**config.mk**
```make
export PLATFORM = sky130hd
export DESIGN_NAME = id_pipe_stage
export DESIGN_NICKNAME = d
export VERILOG_FILES = /design/src/rtl/cpu_pkg.sv /design/src/rtl/regfile_bypass.sv /design/src/rtl/id_pipe_stage.sv
export SDC_FILE = /design/constraint.sdc
export NUM_CORES = 2
export LEC_CHECK = 0
export BUFFER_PORTS_ARGS = -buffer_cell sky130_fd_sc_hd__buf_2
export CAP_MARGIN = 20
export CORE_ASPECT_RATIO = 1.75
export CORE_MARGIN = 2
export CORE_UTILIZATION = 30
export DETAILED_ROUTE_END_ITERATION = 8
export PLACE_DENSITY = 0.54
export RECOVER_POWER = 50
export SLEW_MARGIN = 20
export SYNTH_ARGS = -nofsm -noshare
export SYNTH_HDL_FRONTEND = slang
export SYNTH_SLANG_ARGS = --single-unit
```
**constraint.sdc**
```tcl
create_clock -name clk -period 2.7 [get_ports clk]
set_input_delay 0.54 -clock clk [delete_from_list [all_inputs] [get_ports clk]]
set_output_delay 0.54 -clock clk [all_outputs]
set_load 0.02 [all_outputs]
```
**src/rtl/cpu_pkg.sv**
```systemverilog
// Shared RV32I decode constants for the ID stage: opcode values, immediate formats, default XLEN.
package cpu_pkg;

  localparam int XLEN_DEFAULT = 32;

  localparam logic [6:0] OP     = 7'b0110011;
  localparam logic [6:0] OP_IMM = 7'b0010011;
  localparam logic [6:0] LOAD   = 7'b0000011;
  localparam logic [6:0] STORE  = 7'b0100011;
  localparam logic [6:0] BRANCH = 7'b1100011;
  localparam logic [6:0] JAL    = 7'b1101111;
  localparam logic [6:0] JALR   = 7'b1100111;
  localparam logic [6:0] LUI    = 7'b0110111;
  localparam logic [6:0] AUIPC  = 7'b0010111;

  typedef enum logic [2:0] {
    IMM_NONE,
    IMM_I,
    IMM_S,
    IMM_B,
    IMM_U,
    IMM_J
  } imm_type_e;

endpackage

```
**src/rtl/regfile_bypass.sv**
```systemverilog
// Architectural register file: two async reads, one sync write, x0 and out-of-range addresses read as zero.
// Optional ID_BYPASS_EN: a read of the address being written this cycle returns the incoming write data.
module regfile_bypass #(
  parameter int XLEN   = 32,
  parameter int NREGS  = 32,
  parameter int REG_AW = 5
) (
  input  logic              clk,
  input  logic              rst,
  input  logic              we,
  input  logic [REG_AW-1:0] waddr,
  input  logic [XLEN-1:0]   wdata,
  input  logic [REG_AW-1:0] raddr1,
  output logic [XLEN-1:0]   rdata1,
  input  logic [REG_AW-1:0] raddr2,
  output logic [XLEN-1:0]   rdata2
);

  localparam int IDX_W = $clog2(NREGS);

  logic [XLEN-1:0] regs [NREGS];

  function automatic logic in_range(input logic [REG_AW-1:0] a);
    return (a >> IDX_W) == '0;
  endfunction

  function automatic logic readable(input logic [REG_AW-1:0] a);
    return (a != '0) && in_range(a);
  endfunction

  always_ff @(posedge clk) begin
    if (rst) begin
      for (int i = 0; i < NREGS; i++) regs[i] <= '0;
    end else if (we && readable(waddr)) begin
      regs[waddr[IDX_W-1:0]] <= wdata;
    end
  end

  always_comb begin
    rdata1 = '0;
    if (readable(raddr1)) rdata1 = regs[raddr1[IDX_W-1:0]];
`ifdef ID_BYPASS_EN
    if (we && (waddr == raddr1) && readable(raddr1)) rdata1 = wdata;
`endif
  end

  always_comb begin
    rdata2 = '0;
    if (readable(raddr2)) rdata2 = regs[raddr2[IDX_W-1:0]];
`ifdef ID_BYPASS_EN
    if (we && (waddr == raddr2) && readable(raddr2)) rdata2 = wdata;
`endif
  end

endmodule

```
**src/rtl/id_pipe_stage.sv**
```systemverilog
// RV32I instruction-decode stage: decode, immediate generation, load-use stall, flush, registered ID->EX bundle.
// Build option ID_BYPASS_EN enables register-file write-through on same-cycle read/write.
module id_pipe_stage
  import cpu_pkg::*;
#(
  parameter int XLEN   = XLEN_DEFAULT,
  parameter int NREGS  = 32,
  parameter int REG_AW = 5
) (
  input  logic              clk,
  input  logic              rst,
  input  logic              if_valid,
  output logic              if_ready,
  input  logic [31:0]       if_instr,
  input  logic [XLEN-1:0]   if_pc,
  input  logic              flush,
  input  logic              ex_is_load,
  input  logic [REG_AW-1:0] ex_rd_addr,
  input  logic              wb_we,
  input  logic [REG_AW-1:0] wb_addr,
  input  logic [XLEN-1:0]   wb_data,
  output logic              id_valid,
  input  logic              ex_ready,
  output logic [XLEN-1:0]   id_pc,
  output logic [6:0]        id_opcode,
  output logic [2:0]        id_funct3,
  output logic [6:0]        id_funct7,
  output logic [REG_AW-1:0] id_rs1_addr,
  output logic [REG_AW-1:0] id_rs2_addr,
  output logic [REG_AW-1:0] id_rd_addr,
  output logic [XLEN-1:0]   id_rs1_data,
  output logic [XLEN-1:0]   id_rs2_data,
  output logic [XLEN-1:0]   id_imm
);

  function automatic imm_type_e imm_sel(input logic [6:0] opc);
    case (opc)
      OP_IMM, LOAD, JALR: return IMM_I;
      STORE:              return IMM_S;
      BRANCH:             return IMM_B;
      LUI, AUIPC:         return IMM_U;
      JAL:                return IMM_J;
      default:            return IMM_NONE;
    endcase
  endfunction

  function automatic logic [XLEN-1:0] gen_imm(input logic [31:0] ins, input imm_type_e t);
    logic signed [31:0] imm32;
    case (t)
      IMM_I:   imm32 = {{20{ins[31]}}, ins[31:20]};
      IMM_S:   imm32 = {{20{ins[31]}}, ins[31:25], ins[11:7]};
      IMM_B:   imm32 = {{19{ins[31]}}, ins[31], ins[7], ins[30:25], ins[11:8], 1'b0};
      IMM_U:   imm32 = {ins[31:12], 12'b0};
      IMM_J:   imm32 = {{11{ins[31]}}, ins[31], ins[19:12], ins[20], ins[30:21], 1'b0};
      default: imm32 = '0;
    endcase
    return XLEN'(imm32);
  endfunction

  // Stage p0: combinational decode of the IF instruction and register reads
  logic [6:0]        opcode_p0;
  logic [REG_AW-1:0] rs1_p0, rs2_p0, rd_p0;
  logic              use_rs1_p0, use_rs2_p0;
  logic              hazard_p0, advance_p0, accept_p0;
  logic [XLEN-1:0]   rs1_data_p0, rs2_data_p0, imm_p0;

  assign opcode_p0  = if_instr[6:0];
  assign rs1_p0     = REG_AW'(if_instr[19:15]);
  assign rs2_p0     = REG_AW'(if_instr[24:20]);
  assign rd_p0      = REG_AW'(if_instr[11:7]);
  assign use_rs1_p0 = !(opcode_p0 inside {LUI, AUIPC, JAL});
  assign use_rs2_p0 = opcode_p0 inside {OP, STORE, BRANCH};
  assign imm_p0     = gen_imm(if_instr, imm_sel(opcode_p0));

  // A load in EX cannot forward in time, so a dependent instruction waits in IF
  assign hazard_p0  = if_valid && ex_is_load && (ex_rd_addr != '0) &&
                      ((use_rs1_p0 && (rs1_p0 == ex_rd_addr)) ||
                       (use_rs2_p0 && (rs2_p0 == ex_rd_addr)));
  assign advance_p0 = !id_valid || ex_ready;
  assign accept_p0  = if_valid && !hazard_p0;

  // During flush the incoming word is consumed and dropped so IF can redirect
  assign if_ready   = !rst && (flush || (advance_p0 && !hazard_p0));

  regfile_bypass #(
    .XLEN   (XLEN),
    .NREGS  (NREGS),
    .REG_AW (REG_AW)
  ) u_regfile (
    .clk    (clk),
    .rst    (rst),
    .we     (wb_we),
    .waddr  (wb_addr),
    .wdata  (wb_data),
    .raddr1 (rs1_p0),
    .rdata1 (rs1_data_p0),
    .raddr2 (rs2_p0),
    .rdata2 (rs2_data_p0)
  );

  // Stage p1: registered ID->EX bundle
  always_ff @(posedge clk) begin
    if (rst) begin
      id_valid    <= 1'b0;
      id_pc       <= '0;
      id_opcode   <= '0;
      id_funct3   <= '0;
      id_funct7   <= '0;
      id_rs1_addr <= '0;
      id_rs2_addr <= '0;
      id_rd_addr  <= '0;
      id_rs1_data <= '0;
      id_rs2_data <= '0;
      id_imm      <= '0;
    end else if (flush) begin
      id_valid <= 1'b0;
    end else if (advance_p0) begin
      id_valid <= accept_p0;
      if (accept_p0) begin
        id_pc       <= if_pc;
        id_opcode   <= opcode_p0;
        id_funct3   <= if_instr[14:12];
        id_funct7   <= if_instr[31:25];
        id_rs1_addr <= rs1_p0;
        id_rs2_addr <= rs2_p0;
        id_rd_addr  <= rd_p0;
        id_rs1_data <= rs1_data_p0;
        id_rs2_data <= rs2_data_p0;
        id_imm      <= imm_p0;
      end
    end
  end

endmodule

```
# After elaboration in Yosys (flattened, before gate mapping)
# Memories as Yosys holds them, arrays and structs flattened.
# Cells that the tools add are included.
[op_classes]
n_eq_ne = 16
n_reduce_logical = 27
mux = 12
bitwise_logic = 1
[ops]
columns = ["operator", "n"]
rows = [
  ["$pmux 32 s5", 1],
  ["$mux 32", 3],
  ["$reduce_or 32->1", 1],
  ["$eq 7x6->1 const B", 3],
  ["$eq 7x7->1 const B", 3],
  ["$reduce_bool 5->1", 4],
  ["$pmux 3 s5", 1],
  ["$eq 7x5->1 const B", 2],
  ["$eq 5x5->1", 2],
  ["$logic_and 1x1->1", 9],
  ["$eq 7x2->1 const B", 1],
  ["$eq 3x2->1 const B", 2],
  ["$eq 3x3->1 const B", 2],
  ["$mux 1", 6],
  ["$reduce_bool 3->1", 2],
  ["$mux 5", 1],
  ["$logic_not 1->1", 4],
  ["$reduce_or 2->1", 2],
  ["$eq 3x1->1 const B", 1],
  ["$logic_or 1x1->1", 3],
  ["$reduce_and 3->1", 1],
  ["$reduce_or 3->1", 1],
  ["$not 1->1", 1],
]
[word_totals]
word_cells = 68
mem_bits_rw = 1024
reg_bits = 161
output_inout_bits = 162
in_bits = 113
n_memories = 1
[mem_list]
columns = ["memory", "depth", "word_bits", "rd", "rd_clocked_by_memory_dff", "wr", "line_no", "text"]
rows = [
  ["u_regfile.regs", 32, 32, 2, 0, 32, "regfile_bypass.sv:21", "logic [XLEN-1:0] regs [NREGS];"],
]

# Logic depth before layout (Yosys ltp)
[depth]
depth_word = 10
depth_mapped = 11
ltp_nobuf = 6

# Hierarchy
# Synthesis repeated with hierarchy kept, for this count alone.
[unflattened]
cells_unflattened = 4317
area_unflattened_um2 = 61348.8
[modules_own_cells]
columns = ["module", "cells_each", "area_per_inst_um2", "n_inst", "seq_area_each_um2"]
rows = [
  ["regfile_bypass", 3502, 54250.8, 1, 30749.5],
  ["id_pipe_stage", 815, 7098.1, 1, 3223.1],
]

# Worst setup path before layout
# OpenSTA, ideal clock, no wires.
[synth_path]
path_kind = "input -> output"
startpoint = "in ex_rd_addr[0]"
endpoint = "out if_ready"
setup_slack_ns = -0.108
cell_stages = 7
arrival_ns = 2.268
cell_sequence = "or3_1 o311a_1 o21ai_1 clkbuf_1 clkbuf_1 a21oi_1 nor2_1"
[synth_between]
elab_chain_len = 8
word_cells_on_any_way = 12
[synth_lines]
columns = ["item", "line_no", "text"]
rows = [
  ["start: declaration", "id_pipe_stage.sv:18", "input logic [REG_AW-1:0] ex_rd_addr,"],
  ["$eq 5x5->1, on equally long branches", "id_pipe_stage.sv:77, id_pipe_stage.sv:78", ""],
  ["$logic_and 1x1->1, on equally long branches", "id_pipe_stage.sv:77, id_pipe_stage.sv:78", ""],
  ["$logic_or 1x1->1", "id_pipe_stage.sv:77", "((use_rs1_p0 && (rs1_p0 == ex_rd_addr)) ||"],
  ["$logic_and 1x1->1 (*)", "id_pipe_stage.sv:76", "assign hazard_p0 = if_valid && ex_is_load && (ex_rd_addr != '0) &&"],
  ["$logic_not 1->1 (*)", "id_pipe_stage.sv:83", "assign if_ready = !rst && (flush || (advance_p0 && !hazard_p0));"],
  ["$logic_and 1x1->1 (*)", "id_pipe_stage.sv:83", ""],
  ["$logic_or 1x1->1 (*)", "id_pipe_stage.sv:83", ""],
  ["$logic_and 1x1->1 (*)", "id_pipe_stage.sv:83", ""],
  ["end: declaration", "id_pipe_stage.sv:13", "output logic if_ready,"],
]
# Mark *: on every way between the ends. The rest lies on a longest branch, timed or not.

==> impl_metrics.toml <==
[outcome]
status = "complete, but fails checks"
violations = "max-capacitance violations, max-slew violations"

[hold_path]
hold_depth = 3
holdCritStartpoint = "if_pc[12]"
holdPathEnd = "id_pc[12]$_SDFFE_PP0P_"
hold_path.class = "input pin to register"

[critical_path]
r2r-start = "u_regfile.regs[3][9]$_SDFFCE_PN0P_"
path_max_fanout = 32
worstPathArrival_ns = 3.23
reg2reg_to = "id_rs1_data[9]$_SDFFE_PP0P_"
r2r_slack_ns = 0.24
slowest_delay_ns = 1.19
reg2regPathDepth = 6
critPathSlowestCell = "clkbuf_2"
cp_common_cell = "clkbuf_1"
critPathLaunchType = "input pin"
end_kind = "register"
cp.required_ns = 3.27
path_cells = "clkbuf_1, nor2b_1, clkbuf_1, nand3_1, clkbuf_1, nor2_1, clkbuf_2, and2_0"
crit_type = "input pin to register"

[final_layout]
layout-area-overhead-vs-synth_pct = 18.8
layout_common_cells = "1,024 x edfxtp_1, 723 x and2_1, 405 x mux4_2, 305 x buf_4, 277 x and2_0"
final_common_cell = "edfxtp_1"
layout-drive-gt1-share_pct = 29.8
final_area_um2 = 72600
final_core_util_pct = 35.8
nets = 4969
final_cells = 7612

[clock_tree]
cts_buffer_depth = 3
clkTransAtPathRegs_ns = 0.07
insertion_delay_ns = 0.73
ctsHtreeMaxLevel = 3
clockRootBuffer = "clkbuf_16"
cts_tree = "done"
cts_buffers = 105
clock-sinks = 1185

[routing]
routed_wl_um = 261000
vias = 44000
routedWlPerCell_um = 34.3
drtIter0Drc = 5233
vias_per_cell = 5.79
drc = 0
ant_nets = 0
first_pass_iters = 5

[die]
num_rows = 219
ios = 275
die-area_um2 = 207000
chipHeight_um = 601
start_util_pct = 30.1
fp.coreArea_um2 = 203000
fp.dieW_um = 345

[synth]
synthArstFlopShare_pct = 0
synth-seq-area-share_pct = 55.6
synth_cell_types = 58
syn_area_per_cell_um2 = 13.8
syn-cell-area_um2 = 61100
syn_inst = 4426
synthFlopType = "edfxtp_1"
ys.warnings.count = 0
ys_ff_latch = 1185
synth_edf_count = 1024

[sta]
rsz0062_at_grt = "false"
fin_hold_ws_ns = 0.0580
worst_slew_pin_slew_ns = 2.08
post-route-min-period_ns = 2.66
setup_viol = 0
skew_ns = 0.0250
worst_slack_ns = 0.0406
finalSetupTns_ns = 0
maxSlewViolCount = 179
hold_viol = 0
relSlewSlack_pct = -38.7
fin_crit_sh_pct = 98.5
fmax_ghz = 0.376

[placed_design]
port_buffers = 274
placed_area_um2 = 69900
gp_congestion = 0.933
dp_cells = 7399
hpwlAfterDp_um = 174000
pre_cts_ws_ns = -0.457

[global_route]
busiest_layer = "met2"
grt_overflow = 0
grt_pass1_vias = 44300
grt.met2_usage_pct = 43.4
grt_util_all_layers_pct = 24.5
gr-usage-met3_pct = 4.40
grt_max_degree = 96
grt_util_met1_pct = 26.5
antenna_found_initial = 43
grt_first_pass_wirelength_um = 356000

[power]
leakage_nw = 25.4
p_per_area_nw_per_um2 = 595
p_seq_share_pct = 49.6
total_power_mw = 43.2
pwr-share-comb_pct = 13.9
sw_frac_of_total_pct = 26.1
p_switching_mw = 11.3
peakVddDrop_mv = 0.457
power_frac_clock_pct = 36.5
p_int_mw = 31.9

[run]
max_cap_violations = 6
final cells by class:
cell class,instances,area (um^2)
Multi-Input combinational cell,2760,25200
Clock inverter,64,617
Timing Repair Buffer,779,6480
Sequential cell,1185,34000
Antenna cell,16,40.0
Tap cell,2652,3320
Fill cell,19500,130000
Inverter,25,93.8
Clock buffer,131,2860
state kept, by name, indices dropped and copies added (netlist names):
signal          count
id_opcode           7
id_pc              32
id_funct7           7
id_rs1_addr         5
id_rs2_addr         5
id_rs2_data        32
id_rd_addr          5
id_rs1_data        32
id_funct3           3
id_imm             32
u_regfile.regs   1024
id_valid            1
critical path, delay by kind of cell:
family | cells | cell delay [ns]
buffers and inverters | 4 | 1.83
AND/OR/NAND/NOR | 4 | 0.84
layer usage:
metal  vias up  part of all wire (%)
li1      17700                     -
met1     22600                    33
met2      2761                    50
met3       868                   8.5
met4        20                   8.1
met5         -                 0.050
power groups by stage:
stage               sequential, mW  clock (mW)  combinational, mW
global route                  21.5        16.5               6.19
finish                        21.4        15.8               6.01
CTS                           21.4        15.9               6.03
detailed placement            21.8           0               6.01
floorplan                     21.7           0               3.08
global placement              21.8           0               5.99
what timing repair did:
action	CTS	global route
gates cloned	0	1
hold buffers	1	0
endpoints found under the hold margin	1	0
gates resized for setup	2	5
pin swaps	0	1
setup endpoints to repair	1	1
buffers inserted	0	1
synthesized netlist by cell type (10+ instances only):
master     count  area, um^2
edfxtp_1    1024       30700
and2_1      1000        6260
mux4_2       405        9120
clkbuf_1     336        1260
mux2i_1      207        2070
a21oi_1      173         866
dfxtp_1      161        3220
nand3_1      106         531
o21ai_0      106         531
buf_2         92         460
mux2_2        91        1020
a211oi_1      80         601
a221oi_1      65         569
nor2_1        54         203
nand2_1       52         195
o221ai_1      48         420
a22oi_1       46         345
nand2b_1      41         257
or2_2         35         219
o32ai_1       33         289
buf_4         29         218
buf_1         26        97.6
nor2b_1       26         163
inv_1         24        90.1
nand4_1       21         131
nor3_1        15        75.1
a31oi_1       13        81.3
o22ai_1       12        75.1
a2111oi_0     10        87.6
a311oi_1      10        87.6
o32ai_2       10         163
worst max-delay path by stage:
stage	from	to	slack, ns	cells past startpoint
2_1_floorplan	ex_rd_addr[0]	if_ready	0.06	7
3_3_place_gp	if_instr[15]	id_rs1_data[9]$_SDFFE_PP0P_	-0.49	9
3_5_place_dp	if_instr[15]	id_rs1_data[9]$_SDFFE_PP0P_	-0.46	9
4_1_cts	if_instr[6]	if_ready	0.01	10
5_1_grt	if_instr[15]	if_ready	0.02	11
6_report	wb_we	u_regfile.regs[23][1]$_SDFFCE_PN0P_	0.04	8
kinds of logic after synthesis:
| kind of cell | Yosys count | synth area share [%] |
|---|---|---|
| buf+inv | 512 | 3.56 |
| mux | 703 | 20.0 |
| simple gates | 1381 | 13.6 |
| flops | 1185 | 55.6 |
| xor+xnor | 10 | 0.143 |
| compound gates | 634 | 7.13 |
| other cells | 1 | 0.00614 |
(Power assumes the default switching activity.)
